--- config.mk ---
export PLATFORM = sky130hd
export DESIGN_NAME = prog_loader
export DESIGN_NICKNAME = d
export VERILOG_FILES = /design/src/rtl/prog_loader.sv
export SDC_FILE = /design/constraint.sdc
export NUM_CORES = 1
export LEC_CHECK = 0
export ABC_AREA = 1
export BUFFER_PORTS_ARGS = -buffer_cell sky130_fd_sc_hd__buf_4
export CAP_MARGIN = 20
export CORE_UTILIZATION = 40
export DETAILED_ROUTE_END_ITERATION = 8
export GPL_ROUTABILITY_DRIVEN = 0
export SLEW_MARGIN = 20
export SYNTH_ARGS = -nofsm -noshare
export SYNTH_HDL_FRONTEND = slang
export SYNTH_SLANG_ARGS = --single-unit
--- constraint.sdc ---
create_clock -name clk -period 2.14 [get_ports clk]
set_input_delay 0.428 -clock clk [delete_from_list [all_inputs] [get_ports clk]]
set_output_delay 0.428 -clock clk [all_outputs]
set_load 0.02 [all_outputs]
--- src/rtl/prog_loader.sv ---
// Byte-stream program loader: packs incoming bytes little-endian into 32-bit
// words, writes them to instruction memory, then releases the processor.
module prog_loader #(
  parameter int unsigned ADDR_W = 8
) (
  input  logic              clk,
  input  logic              reset,
  input  logic              rx_valid,
  input  logic [7:0]        rx_data,
  input  logic              rx_last,
  output logic              rx_ready,
  output logic              imem_we,
  output logic [ADDR_W-1:0] imem_addr,
  output logic [31:0]       imem_wdata,
  output logic              start,
  output logic              busy,
  output logic [ADDR_W:0]   word_count,
  output logic              overflow
);

  typedef enum logic [2:0] {IDLE, LOAD, WRITE, RUN, ERR} state_t;

  localparam logic [ADDR_W:0] DEPTH = {1'b1, {ADDR_W{1'b0}}};

  state_t      state;
  logic [1:0]  byte_cnt;
  logic [31:0] asm_word;
  logic [31:0] next_word;
  logic        last_word;
  logic        accept;
  logic        full;

  assign accept = rx_valid && rx_ready;
  assign full   = (word_count == DEPTH);

  // Upper lanes of asm_word are still zero, so an early close is zero-filled.
  always_comb begin
    next_word = asm_word;
    next_word[{byte_cnt, 3'b000} +: 8] = rx_data;
  end

  always_ff @(posedge clk or negedge reset) begin
    if (!reset) begin
      state      <= IDLE;
      byte_cnt   <= '0;
      asm_word   <= '0;
      last_word  <= 1'b0;
      rx_ready   <= 1'b1;
      imem_we    <= 1'b0;
      imem_addr  <= '0;
      imem_wdata <= '0;
      start      <= 1'b0;
      busy       <= 1'b0;
      word_count <= '0;
      overflow   <= 1'b0;
    end else begin
      case (state)
        IDLE, LOAD: begin
          if (accept) begin
            if (full) begin
              state    <= ERR;
              overflow <= 1'b1;
              rx_ready <= 1'b0;
              busy     <= 1'b0;
            end else if (rx_last || byte_cnt == 2'd3) begin
              state      <= WRITE;
              rx_ready   <= 1'b0;
              busy       <= 1'b1;
              imem_we    <= 1'b1;
              imem_addr  <= word_count[ADDR_W-1:0];
              imem_wdata <= next_word;
              asm_word   <= next_word;
              last_word  <= rx_last;
            end else begin
              state    <= LOAD;
              busy     <= 1'b1;
              asm_word <= next_word;
              byte_cnt <= byte_cnt + 2'd1;
            end
          end
        end
        WRITE: begin
          imem_we    <= 1'b0;
          imem_addr  <= '0;
          imem_wdata <= '0;
          word_count <= word_count + (ADDR_W+1)'(1);
          asm_word   <= '0;
          byte_cnt   <= '0;
          if (last_word) begin
            state <= RUN;
            start <= 1'b1;
            busy  <= 1'b0;
          end else begin
            state    <= LOAD;
            rx_ready <= 1'b1;
          end
        end
        RUN, ERR: begin
          state <= state;
        end
        default: begin
          state <= IDLE;
        end
      endcase
    end
  end

endmodule

==> metrics.txt, run 1 <==
worst-margin pin slew 498 ps; final instance area 5700 um^2; CTS Buf Count 9; Post-Synth Simple-Gate Area 37.2%; Min-Delay Path Class input pin to async pin; reg2reg end imem_wdata[25]; fmax 0.523 GHz; n_diodes 0; clock buffer depth 2; worst path arrival time 2140 ps; count of input and output buffers 65; TritonRoute pass-1 iters 6; Die Y 112 um; post-synthesis compound-gate area fraction 3.07%; setup TNS 0 ps; Adder-Cell Fraction of Synth Area 2.08%; WHS 52.1 ps; CTS root buf clkbuf_16; # fillers 1123; CP required 2370 ps; pin count of the biggest net entering global routing 42; Avg WL per Cell 13.8 um; Final Hold Vio Count 0; Mapped Cells 612; Slew Viols, Final 0; worst skew pair latency 340 ps; Seq cells post-synth 92; main combinational cell family by area after synthesis simple AND/OR/NAND/NOR gates; Ys Warns 0; Max stage delay on crit path 430 ps; WS Path Type register to register; sequential share of the synthesized area 47.8%; CP cell instances inv_1 > ha_1 > clkinv_1 > nand3_2 > nor2_1 > nor2_1 > nor2_1 > nand3_1 > nand2_1; Largest delay share family, worst path simple AND/OR/NAND/NOR gates; antenna violations before repair 0; Place WS 134 ps; post-synthesis mux area share 0%; unique cell type count in the Yosys netlist 31; Die Width 112 um; DRC errors left 4; worst reg2reg startpoint byte_cnt[0]; Final ANT Viol Nets 0; mean post-synth cell area 7.87 um^2; CTS Sinks 92; most frequent CP cell nor2_1; Rel. slew slack 66.8%; Final HPWL DP 7560 um; Nets 692; xor/xnor share of the synthesized area 0.728%; cell depth of the worst setup path 9; Vias/cell 4.89; RSZ-0062 raised after global routing no; Mapped Area 4810 um^2; area growth from synthesis to layout 18.3%; status finished, violations left; failing checks DRC; r2r worst-path depth 9; Synth Net Count 632; Final WS setup 229 ps; CTS Hold Bufs 0; CTS tree yes; Initial Util 41.6%; clock-pin slew of the registers on the worst-case setup and hold paths 60 ps; H-tree Lvls 3; Power Density 1410 nW/um^2; layout cells sized above 1 18.8%; worst-path fanout max 10; most frequent cells in the layout nand2_1, dfrtp_1, nor2_1; GRT Resource Usage Total 18.8%; MaxCap Viol Count 0; Worst Setup Start Kind register; post-cts sizing count 0; Core Region 11600 um^2; Congestion Overflow GR 0; Final setup viols 0; R2R setup slack 230 ps; Crit. End Element register; post-CTS setup buffers 0; I/O pins 66; Worst IR Drop VDD 0.745 mV; number of global-route vias before repair 3890; most common cell after layout, fill and taps aside nand2_1; Static Leak 3.05 nW; Period Utilization, post-route 89.3%; first-pass GRT wire length 18800 um; Vias 3998; Period minus WS final 1910 ps; Total Routed Length 11300 um; skew final 4.92 ps; Crit-path slowest cell dfrtp_1; Core Rows 39; dpl cell area 5340 um^2; CP bufs+invs 2; die area 12500 um^2; 1st-iter DRT viols 235; Total Power 8.01 mW
[worst reg2reg max path: cells and delay by family (launching register included)]
| family | cells | cell delay, ps |
|---|---|---|
| buffers and inverters | 2 | 450 |
| DFF | 1 | 430 |
| adders and majority gates | 1 | 260 |
| and+or+nand+nor | 6 | 660 |
[where the power goes]
part           internal [mW]  total, mW  switching, mW  leakage, nW
combinational           1.19       3.55           2.37         1.65
sequential              2.37       2.78          0.402         1.26
clock                   1.04       1.68          0.633        0.149
total                   4.61       8.01           3.40         3.05
[synthesized netlist by cell type]
| cell | count | area (um^2) |
|---|---|---|
| nand2_1 | 230 | 863 |
| dfrtp_1 | 91 | 2280 |
| nor2_1 | 83 | 312 |
| nand3_1 | 51 | 255 |
| inv_1 | 46 | 173 |
| nand3_2 | 20 | 200 |
| a21oi_1 | 19 | 95.1 |
| buf_2 | 10 | 50.1 |
| buf_4 | 8 | 60.1 |
| ha_1 | 8 | 100 |
| nand4_1 | 6 | 37.5 |
| o21ai_0 | 6 | 30.0 |
| buf_6 | 4 | 45.0 |
| inv_2 | 4 | 15.0 |
| buf_12 | 3 | 60.1 |
| nor2_4 | 3 | 33.8 |
| xor2_1 | 3 | 26.3 |
| nand2_4 | 2 | 22.5 |
| nand3_4 | 2 | 35.0 |
| o21bai_1 | 2 | 15.0 |
| clkbuf_2 | 1 | 5.00 |
| clkinv_1 | 1 | 3.75 |
| dfstp_2 | 1 | 26.3 |
| inv_4 | 1 | 6.26 |
| inv_6 | 1 | 8.76 |
| inv_8 | 1 | 11.3 |
| nand2_2 | 1 | 6.26 |
| nor2_8 | 1 | 20.0 |
| nor3_1 | 1 | 5.00 |
| o211ai_1 | 1 | 7.51 |
| xnor2_1 | 1 | 8.76 |
[registers in the layout, summed over array words and instances (netlist names)]
register and cells:
busy 1, state 3, imem_wdata 32, rx_ready 1, imem_addr 8, start 1, last_word 1, overflow 1
asm_word 32, byte_cnt 2, imem_we 1, word_count 9
[routing by layer]
| metal | wire length (um) | track usage [%] | up-vias |
|---|---|---|---|
| met4 | 110 | 6.40 | 0 |
| met3 | 786 | 4.35 | 9 |
| met5 | 0 | 0 | - |
| li1 | - | - | 2012 |
| met1 | 5180 | 24.8 | 1866 |
| met2 | 5220 | 30.5 | 111 |
[how the worst max path moves through the flow]
stage | from | endpoint | slack (ps)
CTS | word_count[0] | asm_word[21] | 130
finish | byte_cnt[0] | imem_wdata[25] | 230
detailed placement | byte_cnt[0] | imem_wdata[24] | 130
global placement | byte_cnt[0] | imem_wdata[24] | 190
floorplan | byte_cnt[0] | imem_wdata[7] | 300
global route | byte_cnt[0] | imem_wdata[25] | 6
[kinds of logic (layout without fill, tap and decap cells)]
logic type | count (synthesis) | in the layout
simple gates | 400 | 401
flops | 92 | 92
xor+xnor | 4 | 4
compound gates | 28 | 28
buf+inv | 80 | 142
fa+ha+maj | 8 | 8
[layout make-up]
class	count	area (um^2)	area share, %
timing repair buffer	74	576	10.1
multi-input combinational	441	2110	37.1
clock inverter	2	60.1	1.05
tap	143	179	3.14
clock buffer	12	246	4.33
inverter	54	218	3.82
sequential	92	2300	40.4
[through the flow]
step | util (%) | std cells
floorplan | - | 612
global placement | 46.2 | 803
detailed placement | 46.2 | 803
CTS | 48.8 | 817
global route | 49.3 | 818
finish | 49.3 | 818
(Power assumes the default switching activity.)
==> run 2, diff against run 1 <==
--- a/config.mk
+++ b/config.mk
@@ -11,6 +11,7 @@
 export CORE_UTILIZATION = 40
 export DETAILED_ROUTE_END_ITERATION = 8
 export GPL_ROUTABILITY_DRIVEN = 0
+export MAX_ROUTING_LAYER = met4
 export SLEW_MARGIN = 20
 export SYNTH_ARGS = -nofsm -noshare
 export SYNTH_HDL_FRONTEND = slang
==> run 2 against run 1 <==
The flow still finishes with violations (DRC); critical path depth stayed put; hold slack better by 0.80 ps; register-to-register slack hardly changed; fmax is 0.19% higher; clock-buffer cell count stayed put; via count is 0.28% higher; clock power hardly changed; non-clock buffer count stayed put; worst setup slack better by 3.6 ps; clock skew is 2.1 ps higher; combinational power hardly changed; total power hardly changed; critical endpoint unchanged; highest routed layer unchanged.
==> metrics.txt, run 2 (synthesis gave the netlist of run 1 again) <==
status finished, violations left; failing checks DRC; pin count of the biggest net entering global routing 42 (unchanged); layout cells sized above 1 18.8% (unchanged); clock-pin slew of the registers on the worst-case setup and hold paths 60 ps (about the same); worst skew pair latency 340 ps (about the same); H-tree Lvls 3 (unchanged); Worst Setup Start Kind register; first-pass GRT wire length 18800 um (+0.11%); 1st-iter DRT viols 260 (+11%); biggest regs asm_word (32), imem_wdata (32), word_count (9); RSZ-0062 raised after global routing no; Initial Util 41.6% (unchanged); DRC errors left 4 (unchanged); Total Routed Length 11300 um (about the same); Final WS setup 233 ps (+3.59 ps); Static Leak 3.05 nW (unchanged); Crit. End Element register; Min-Delay Path Class input pin to async pin; fmax 0.524 GHz (+0.19%); Worst IR Drop VDD 0.746 mV (+0.17%); CTS Hold Bufs 0 (unchanged); CTS Buf Count 9 (unchanged); post-CTS setup buffers 0 (unchanged); Place WS 134 ps (unchanged); Congestion Overflow GR 0 (unchanged); Avg WL per Cell 13.8 um (about the same); CTS Sinks 92 (unchanged); number of global-route vias before repair 3883 (-0.18%); skew final 7.03 ps (+2.11 ps); WS Path Type register to register; CTS tree yes; Rel. slew slack 67.3% (+0.55 points); MaxCap Viol Count 0 (unchanged); setup TNS 0 ps (unchanged); die area 12500 um^2 (unchanged); most frequent cells in the layout nand2_1, dfrtp_1, nor2_1; Period Utilization, post-route 89.1% (-0.17 points); Die Y 112 um (unchanged); Power Density 1410 nW/um^2 (about the same); n_diodes 0 (unchanged); worst path arrival time 2140 ps (about the same); Slew Viols, Final 0 (unchanged); TritonRoute pass-1 iters 6 (unchanged); Final setup viols 0 (unchanged); Core Rows 39 (unchanged); Core Region 11600 um^2 (unchanged); clock buffer depth 2 (unchanged); CP required 2370 ps (about the same); Die Width 112 um (unchanged); Nets 692 (unchanged); GRT Resource Usage Total 19.4% (+0.58 points); post-cts sizing count 0 (unchanged); non-filler cells, final 818 (unchanged); worst-margin pin slew 490 ps (-8.26 ps); CTS root buf clkbuf_16; Vias/cell 4.90 (+0.28%); placed insts 803 (unchanged); I/O pins 66 (unchanged); worst-path fanout max 10 (unchanged); Vias 4009 (+0.28%); Period minus WS final 1910 ps (-3.59 ps); Final Hold Vio Count 0 (unchanged); count of input and output buffers 65 (unchanged); antenna violations before repair 0 (unchanged); Final HPWL DP 7560 um (unchanged); Final ANT Viol Nets 0 (unchanged); most common cell after layout, fill and taps aside nand2_1; area growth from synthesis to layout 18.3% (unchanged)
## run 2: metal layers
layer / vias up / wire (um) / GRT usage, %
met3: 6 / 675 / 4.08
li1: 2014 / - / -
met1: 1880 / 5280 / 25.1
met2: 109 / 5230 / 30.4
met4: 0 / 105 / 6.40
met5: - / 0 / -
## run 2: stage by stage
stage | instance area (um^2) | power, mW | utilization (%) | hold slack [ps]
6_report | 5700 | 8.01 | 49.3 | 52.9
5_1_grt | 5700 | 8.59 | 49.3 | 87.0
4_1_cts | 5650 | 8.00 | 48.8 | 65.9
3_5_place_dp | 5340 | 6.30 | 46.2 | 431
3_3_place_gp | 5340 | 6.22 | 46.2 | 426
2_1_floorplan | 4810 | 5.33 | - | 132
## run 2: layout make-up
cell class              count  area (um^2)
inverters                  54          218
well taps                 143          179
repair buffers             74          576
fillers                  1123         5870
clock inverters             2         60.1
flip-flops and latches     92         2300
multi-input cells         441         2110
clock buffers              12          246
## run 2: report_power, final
group / leakage (nW) / total, mW / internal (mW) / switching [mW]
Sequential: 1.26 / 2.78 / 2.38 / 0.402
Combinational: 1.65 / 3.56 / 1.19 / 2.37
Clock: 0.149 / 1.67 / 1.04 / 0.631
Total: 3.05 / 8.01 / 4.60 / 3.40
## run 2: path summary, 6_finish.rpt
kind / start / end / slack, ps / cells after the start
worst max-delay path: byte_cnt[0] / imem_wdata[25] / 230 / 9
worst min-delay path: reset / imem_wdata[7] / 50 / 1
worst max register to register: byte_cnt[0] / imem_wdata[25] / 230 / 9
worst min register to register: asm_word[18] / asm_word[18] / 470 / 2
max in group asynchronous: reset / rx_ready / 1440 / 2
min in group clk: rx_last / last_word / 370 / 3
## run 2: critical path, stage by stage, from the launching register on
cell      delay [ps]
dfrtp_1          430
inv_1            130
ha_1             260
clkinv_1         320
nand3_2          260
nor2_1           100
nor2_1            90
nor2_1            60
nand3_1           90
nand2_1           60
